$ cat src/rtl/imm_encode.sv
// imm_encode: dual-lane immediate encoder, the inverse of the decode-stage
// immediate extender. Each lane turns an operand value plus a requested
// ImmSrc format into the 24-bit instruction immediate field and a flag that
// says whether the value is exactly representable in that format.
// Both lanes travel together through a two-stage valid/ready pipeline.
// Optional feature: define IMM_ENCODE_MISFIT_CNT_EN to add the saturating
// misfit counter output o_MisfitCnt.
`ifndef D_WIDTH
`define D_WIDTH 32
`endif

module imm_encode #(
   parameter int D_WIDTH = `D_WIDTH
`ifdef IMM_ENCODE_MISFIT_CNT_EN
   ,
   parameter int CNT_W = 16
`endif
) (
   input  logic               i_clk,
   input  logic               i_rst,
   input  logic               i_Valid,
   output logic               o_Ready,
   input  logic [D_WIDTH-1:0] i_Value1,
   input  logic [D_WIDTH-1:0] i_Value2,
   input  logic [1:0]         i_ImmSrc1,
   input  logic [1:0]         i_ImmSrc2,
   input  logic [1:0]         i_LaneEn,
   output logic               o_Valid,
   input  logic               i_Ready,
   output logic [23:0]        o_Imm24_1,
   output logic [23:0]        o_Imm24_2,
   output logic [1:0]         o_ImmSrc1,
   output logic [1:0]         o_ImmSrc2,
   output logic [1:0]         o_Fit
`ifdef IMM_ENCODE_MISFIT_CNT_EN
   ,
   output logic [CNT_W-1:0]   o_MisfitCnt
`endif
);

   typedef struct packed {
      logic        fit;
      logic [1:0]  src;
      logic [23:0] imm;
   } lane_res_t;

   // A value fits when re-extending the truncated field gives the value back,
   // which is exactly the round-trip property the decoder relies on.
   function automatic lane_res_t encode_lane(input logic [D_WIDTH-1:0] v,
                                             input logic [1:0]         src,
                                             input logic               en);
      lane_res_t r;
      r.fit = 1'b1;
      r.src = 2'b00;
      r.imm = '0;
      if (en) begin
         r.src = src;
         case (src)
            2'b00: begin
               r.imm = {16'h0000, v[7:0]};
               r.fit = (v == {{(D_WIDTH-8){v[7]}}, v[7:0]});
            end
            2'b01: begin
               r.imm = {12'h000, v[11:0]};
               r.fit = (v == {{(D_WIDTH-12){1'b0}}, v[11:0]});
            end
            2'b10: begin
               r.imm = v[23:0];
               r.fit = (v == {{(D_WIDTH-24){v[23]}}, v[23:0]});
            end
            default: begin
               r.imm = '0;
               r.fit = 1'b0;
            end
         endcase
      end
      return r;
   endfunction

   logic               a_valid;
   logic [D_WIDTH-1:0] a_value1;
   logic [D_WIDTH-1:0] a_value2;
   logic [1:0]         a_src1;
   logic [1:0]         a_src2;
   logic [1:0]         a_lane_en;
   logic               a_load;
   logic               b_load;
   lane_res_t          lane1_res;
   lane_res_t          lane2_res;

   // Stage B frees up when it is empty or its pair is being taken; stage A
   // can take a new pair when it is empty or its pair is moving into B.
   always_comb begin
      b_load  = ~o_Valid | i_Ready;
      a_load  = ~a_valid | b_load;
      o_Ready = a_load;
   end

   // Stage A: capture the raw issue pair on the input handshake.
   always_ff @(posedge i_clk or posedge i_rst) begin
      if (i_rst) begin
         a_valid   <= 1'b0;
         a_value1  <= '0;
         a_value2  <= '0;
         a_src1    <= 2'b00;
         a_src2    <= 2'b00;
         a_lane_en <= 2'b00;
      end else if (a_load) begin
         a_valid   <= i_Valid;
         a_value1  <= i_Value1;
         a_value2  <= i_Value2;
         a_src1    <= i_ImmSrc1;
         a_src2    <= i_ImmSrc2;
         a_lane_en <= i_LaneEn;
      end
   end

   // Encode both lanes from the stage A contents.
   always_comb begin
      lane1_res = encode_lane(a_value1, a_src1, a_lane_en[0]);
      lane2_res = encode_lane(a_value2, a_src2, a_lane_en[1]);
   end

   // Stage B: hold the encoded pair until the consumer takes it.
   always_ff @(posedge i_clk or posedge i_rst) begin
      if (i_rst) begin
         o_Valid   <= 1'b0;
         o_Imm24_1 <= '0;
         o_Imm24_2 <= '0;
         o_ImmSrc1 <= 2'b00;
         o_ImmSrc2 <= 2'b00;
         o_Fit     <= 2'b00;
      end else if (b_load) begin
         o_Valid <= a_valid;
         if (a_valid) begin
            o_Imm24_1 <= lane1_res.imm;
            o_Imm24_2 <= lane2_res.imm;
            o_ImmSrc1 <= lane1_res.src;
            o_ImmSrc2 <= lane2_res.src;
            o_Fit     <= {lane2_res.fit, lane1_res.fit};
         end
      end
   end

`ifdef IMM_ENCODE_MISFIT_CNT_EN
   logic [1:0]     misfit_inc;
   logic [CNT_W:0] cnt_sum;

   // Disabled lanes report fit=1, so counting zero fit bits counts only
   // enabled lanes that did not fit. The extra sum bit detects saturation.
   always_comb begin
      misfit_inc = {1'b0, ~o_Fit[0]} + {1'b0, ~o_Fit[1]};
      cnt_sum    = {1'b0, o_MisfitCnt} + {{(CNT_W-1){1'b0}}, misfit_inc};
   end

   // Accumulate misfits on each delivered pair, sticking at all-ones.
   always_ff @(posedge i_clk or posedge i_rst) begin
      if (i_rst) begin
         o_MisfitCnt <= '0;
      end else if (o_Valid && i_Ready) begin
         o_MisfitCnt <= cnt_sum[CNT_W] ? {CNT_W{1'b1}} : cnt_sum[CNT_W-1:0];
      end
   end
`endif

endmodule

$ cat config.mk
export PLATFORM = sky130hd
export DESIGN_NAME = imm_encode
export DESIGN_NICKNAME = d
export VERILOG_FILES = /design/src/rtl/imm_encode.sv
export SDC_FILE = /design/constraint.sdc
export NUM_CORES = 1
export LEC_CHECK = 0
export ABC_CLOCK_PERIOD_IN_PS = 3900
export CAP_MARGIN = 15
export CORE_MARGIN = 2
export CORE_UTILIZATION = 41
export CTS_BUF_LIST = sky130_fd_sc_hd__clkbuf_8
export CTS_CLUSTER_DIAMETER = 120
export CTS_CLUSTER_SIZE = 20
export DETAILED_ROUTE_END_ITERATION = 7
export GPL_ROUTABILITY_DRIVEN = 1
export PLACE_DENSITY_LB_ADDON = 0.2
export SYNTH_ARGS = -nofsm -noshare
export SYNTH_HDL_FRONTEND = slang
export SYNTH_SLANG_ARGS = --single-unit
$ cat constraint.sdc
create_clock -name i_clk -period 3.9 [get_ports i_clk]
set_clock_uncertainty 0.1 [all_clocks]
set_input_delay 0.585 -clock i_clk [delete_from_list [all_inputs] [get_ports i_clk]]
set_output_delay 0.585 -clock i_clk [all_outputs]
set_load 0.005 [all_outputs]
==> metrics.txt, run 1 <==
status=completed; CTS tree=done; cts bufs inserted=17; Synth warnings=0; DR pass1 iterations=4; Setup Buffers After CTS=0; CP max stage delay=0.54 ns; post-synthesis average cell area=14.0 sq um; synthesized flop and latch total=126; initial core utilization=41.8%; critical path's top delay family=buffers and inverters; routed vias/inst=5.29; Synth top area share=63.1%; Clock Path Buffers=2; layout cell share with drive strength beyond 1=22.2%; max-slew violation count=0; HP Class=register to register; PwrDens=455 nW/um^2; most frequent cells in the layout=clkdlybuf4s50_1, dfrtp_1, mux2_2, a22o_1, nand2_1; Crit path top cell by count=clkdlybuf4s50_1; Die Span X=114 um; commonest non-fill, non-tap cell in the layout=clkdlybuf4s50_1; via count=3421; number of DRC markers in iteration 0=216; clock sink count=126; CTS root buffer=clkbuf_8; Setup Viol. Count Final=0; Boundary Pins=130; RR Endpoint=a_value2[27]; H-Tree Depth=4; IO Port Bufs=129; wire per inst=16.8 um; final net count=565; Max Cap Violations=0; Site Rows=40; die height=114 um; dominant cell type by area after synthesis=dfrtp_1; hold path startpoint=o_ImmSrc1[0]; area of the multi-input gates=1760 sq um; worst-path maximum fanout=2; Crit Path Class=primary input to output pin; Synth area leaders=dfrtp_1, mux2_2, a22o_1; Crit path arrival time=1.78 ns; Startpoint Class=primary input; gr usage total=18.1%; Layout area overhead=36.0%; Clock Latency Late Sink=0.42 ns; worst path bufs/invs=2; fmax=406 MHz; Mapped Cells=358; Tmin final=2.46 ns; unrepaired setup endpoints after global routing=false; synthesized area=5000 sq um; worst slew pin tran=1.04 ns; Detail Route Antenna Nets=0; # hold bufs at CTS=0; Crit path depth=3; WL final=10900 um; grt ovf=0; register area=3150 sq um; hpwl dp=7440 um; area of the die=13100 sq um; launching point of the worst reg2reg path=a_valid; Crit. End Element=output pin; Rel. slew slack=30.7%; final worst-path cycle share=63.1%; number of gates resized after CTS=0; Worst IR Drop VDD=205 uV; Filler cells=997; Clock transition at path regs=0.06 ns; largest net degree at the start of global routing=127; first-pass GRT wire length=18200 um; core area=12000 sq um; # DRC=0; n_diodes=0; GPL Wtd Cong=0.792; final hold vios=0; post-synth cell types=34; TNS Setup=0 ns; Cell Chain, Critical Path=clkdlybuf4s50_1, nand3b_1, clkdlybuf4s50_1; Final Util=56.8%; CP max stage cell=clkdlybuf4s50_1; worst reg-to-reg path cell count=3; Hold Path Depth=2; required time of the worst setup path=3.21 ns; vias in the first global route=3605; Post-Syn Nets=432; initial antenna violation count=0; Min-Delay Endpoint=o_ImmSrc1[0]; Worst R2R Setup Slack=1.86 ns; Pleak=2.86 nW; post-synthesis sequential area ratio=63.1%
final cells by class:
class / instances / area share (%)
Multi-Input combinational cell: 213 / 25.9
Sequential cell: 126 / 46.4
Clock inverter: 8 / 1.38
Timing Repair Buffer: 131 / 19.4
Clock buffer: 20 / 4.05
Tap cell: 147 / 2.71
Inverter: 2 / 0.166
worst max-delay path by stage:
| stage | from | to | slack, ns |
|---|---|---|---|
| 6_report | i_Ready | o_Ready | 1.44 |
| 5_1_grt | i_Ready | o_Ready | 1.42 |
| 2_1_floorplan | i_rst | a_lane_en[0] | 1.66 |
| 4_1_cts | i_Ready | o_Ready | 1.44 |
| 3_5_place_dp | i_Ready | o_Imm24_1[15] | 1.17 |
| 3_3_place_gp | i_Ready | o_Imm24_1[15] | 1.19 |
where the power goes:
part	total [mW]	internal, mW	switching, mW	leakage, nW
sequential	1.56	1.45	0.111	1.56
combinational	0.472	0.302	0.169	1.11
clock	1.06	0.599	0.466	0.189
Yosys cell counts, drive strengths merged:
| master | number |
|---|---|
| o22ai | 2 |
| nand3b | 1 |
| nor3 | 3 |
| mux2 | 69 |
| a32oi | 1 |
| and3 | 2 |
| nand3 | 10 |
| nor4 | 5 |
| and2 | 1 |
| o22a | 1 |
| inv | 2 |
| o32a | 1 |
| a22o | 44 |
| a21oi | 4 |
| nand4 | 10 |
| or2b | 2 |
| dfrtp | 126 |
| or3 | 2 |
| nand2b | 3 |
| mux2i | 2 |
| nand4b | 1 |
| or4 | 7 |
| o21ai | 7 |
| buf | 8 |
| nor2 | 5 |
| nor2b | 2 |
| a2111oi | 1 |
| clkbuf | 9 |
| nand2 | 27 |
sequential cells by signal (all words and copies together), names as in the netlist:
signal	flops
a_lane_en	2
a_src1	2
a_src2	2
a_valid	1
a_value1	32
a_value2	32
o_Fit	2
o_Imm24_1	24
o_Imm24_2	24
o_ImmSrc1	2
o_ImmSrc2	2
o_Valid	1
layer usage:
layer  GRT usage (%)  wire [um]
met3            6.09        733
met2            28.8       5260
met5               0          0
met4            5.28        114
met1            23.5       4790
worst register-to-register path, delay by kind of cell (launching register included):
family | cells | cell delay [ns]
flops | 1 | 0.43
buf+inv | 1 | 0.77
simple gates | 1 | 0.18
mux | 1 | 0.44
stage by stage:
stage          area [sq um]  std cells  power, mW  setup WS, ns  hold WS, ns
6_report               6800        647       3.09          1.44        0.369
5_1_grt                6800        647       3.26          1.42        0.414
4_1_cts                6800        647       3.13          1.44        0.377
3_5_place_dp           6430        619       2.06          1.17        0.363
3_3_place_gp           6430        619       2.05          1.19        0.355
2_1_floorplan          5000        358       1.78          1.66        0.362
kinds of logic (layout without fill, tap and decap cells):
family | after synthesis | count (layout) | synth area share [%]
muxes | 71 | 71 | 15.9
DFF | 126 | 126 | 63.1
AOI/OAI and AO/OA | 61 | 61 | 9.96
and+or+nand+nor | 81 | 81 | 9.28
buffers and inverters | 19 | 161 | 1.75
Power figures use the tool's default switching activity.
==> run 2, diff against run 1 <==
--- a/config.mk
+++ b/config.mk
@@ -5,7 +5,7 @@
 export SDC_FILE = /design/constraint.sdc
 export NUM_CORES = 1
 export LEC_CHECK = 0
-export ABC_CLOCK_PERIOD_IN_PS = 3900
+export ABC_CLOCK_PERIOD_IN_PS = 2100
 export CAP_MARGIN = 15
 export CORE_MARGIN = 2
 export CORE_UTILIZATION = 41
==> constraint.sdc (replaced) <==
create_clock -name i_clk -period 2.1 [get_ports i_clk]
set_clock_uncertainty 0.1 [all_clocks]
set_input_delay 0.315 -clock i_clk [delete_from_list [all_inputs] [get_ports i_clk]]
set_output_delay 0.315 -clock i_clk [all_outputs]
set_load 0.005 [all_outputs]
==> metrics.txt, run 2 (synthesized netlist as in run 1, its figures left out) <==
status=completed; Crit. End Element=output pin; final worst-path cycle share=94.3%; cts bufs inserted=17; routed vias/inst=5.25; unrepaired setup endpoints after global routing=false; largest registers=a_value1 (32), a_value2 (32); Area after DPL=6560 sq um; die height=114 um; area of the die=13100 sq um; grt ovf=0; layout cell share with drive strength beyond 1=25.3%; initial core utilization=41.8%; design area=7020 sq um; DR pass1 iterations=4; Pleak=2.96 nW; Worst IR Drop VDD=397 uV; Rel. slew slack=46.7%; CTS root buffer=clkbuf_8; Placement Setup Slack=-0.121 ns; first-pass GRT wire length=18500 um; worst slew pin tran=0.796 ns; number of DRC markers in iteration 0=279; Clock transition at path regs=0.08 ns; vias in the first global route=3682; GPL Wtd Cong=0.777; H-Tree Depth=4; fmax=505 MHz; PwrDens=872 nW/um^2; core area=12000 sq um; Die Span X=114 um; IO Port Bufs=129; n_diodes=0; required time of the worst setup path=1.68 ns; Crit path arrival time=1.56 ns; Filler cells=982; WL final=11400 um; Clock Latency Late Sink=0.43 ns; Site Rows=40; Clock Path Buffers=2; max-slew violation count=0; Detail Route Antenna Nets=0; Tmin final=1.98 ns; wire per inst=17.1 um; final net count=579; commonest non-fill, non-tap cell in the layout=clkdlybuf4s50_1; Hold Slack=0.234 ns; Startpoint Class=register; final worst-path setup slack=0.120 ns; Boundary Pins=130; Crit Path Class=register to output pin; clock sink count=126; via count=3492; # DRC=0; # hold bufs at CTS=0; CTS tree=done; hpwl dp=7970 um; Layout area overhead=40.3%; gr usage total=18.4%; Setup Viol. Count Final=0; worst-path maximum fanout=4; initial antenna violation count=0; HP Class=primary input to async pin; largest net degree at the start of global routing=76; Final Util=58.7%; final hold vios=0; Max Cap Violations=0; most frequent cells in the layout=clkdlybuf4s50_1, dfrtp_1, mux2_2, a22o_1, nand2_1
[run 2: changes by cell type in the layout (fill, tap and decap cells not counted)]
cell	before	now
nor4_1	2	1
buf_12	1	4
clkinvlp_4	3	5
bufinv_16	2	4
buf_4	1	12
clkinv_4	0	2
inv_1	2	1
inv_6	0	1
clkbuf_8	20	18
nor4_2	2	3
[run 2: timing repair]
item                                    in CTS  in global routing
buffers inserted                             0                  1
resized for setup                            0                  1
endpoints found under the setup margin       0                  2
[run 2: through the flow]
step	total power, mW	instances	setup TNS (ns)
after floorplan	3.31	358	0
after global placement	3.85	632	-0.756
final	6.12	665	0
after CTS	6.19	664	0
after global routing	6.41	665	0
after detailed placement	3.88	632	-2.81
[run 2: report_power, final]
part           internal, mW  switching [mW]  total (mW)
combinational         0.600           0.335       0.935
sequential             2.68           0.201        2.88
clock                  1.32           0.979        2.30
[run 2: metal layers]
metal	vias up	GRT usage, %	share of wire (%)
met5	-	0	0
met4	0	5.45	1.1
met3	16	6.72	7.5
met2	114	29.3	47
met1	1732	23.8	44
li1	1630	-	-
[run 2: path summary, 6_finish.rpt]
path	from	to	slack, ns	cells past startpoint
worst max-delay path	a_valid	o_Ready	0.12	2
worst min-delay path	i_rst	a_value1[26]	0.23	3
worst max register to register	a_value1[15]	o_Fit[0]	0.17	4
worst min register to register	o_ImmSrc2[1]	o_ImmSrc2[1]	0.37	2
max in group asynchronous	i_rst	o_ImmSrc2[0]	1.30	3
min in group i_clk	i_Valid	a_valid	0.33	2
[run 2: area by class of cell]
class / count / area, sq um / area share [%]
Tap cell: 147 / 184 / 2.62
Inverter: 2 / 11.3 / 0.160
Timing Repair Buffer: 145 / 1460 / 20.8
Clock buffer: 18 / 248 / 3.53
Multi-Input combinational cell: 213 / 1770 / 25.2
Clock inverter: 14 / 191 / 2.73
Sequential cell: 126 / 3150 / 44.9
[run 2: critical path, stage by stage (launching register included)]
cell and delay (ns):
dfrtp_1 0.42, nand3b_1 0.17, clkdlybuf4s50_1 0.54
==> run 3, diff against run 2 <==
--- a/config.mk
+++ b/config.mk
@@ -6,7 +6,7 @@
 export NUM_CORES = 1
 export LEC_CHECK = 0
 export ABC_CLOCK_PERIOD_IN_PS = 2100
-export CAP_MARGIN = 15
+export CAP_MARGIN = 30
 export CORE_MARGIN = 2
 export CORE_UTILIZATION = 41
 export CTS_BUF_LIST = sky130_fd_sc_hd__clkbuf_8
==> results of run 3 <==
Same layout as run 2: the final DEF is identical, and so are final timing and power.
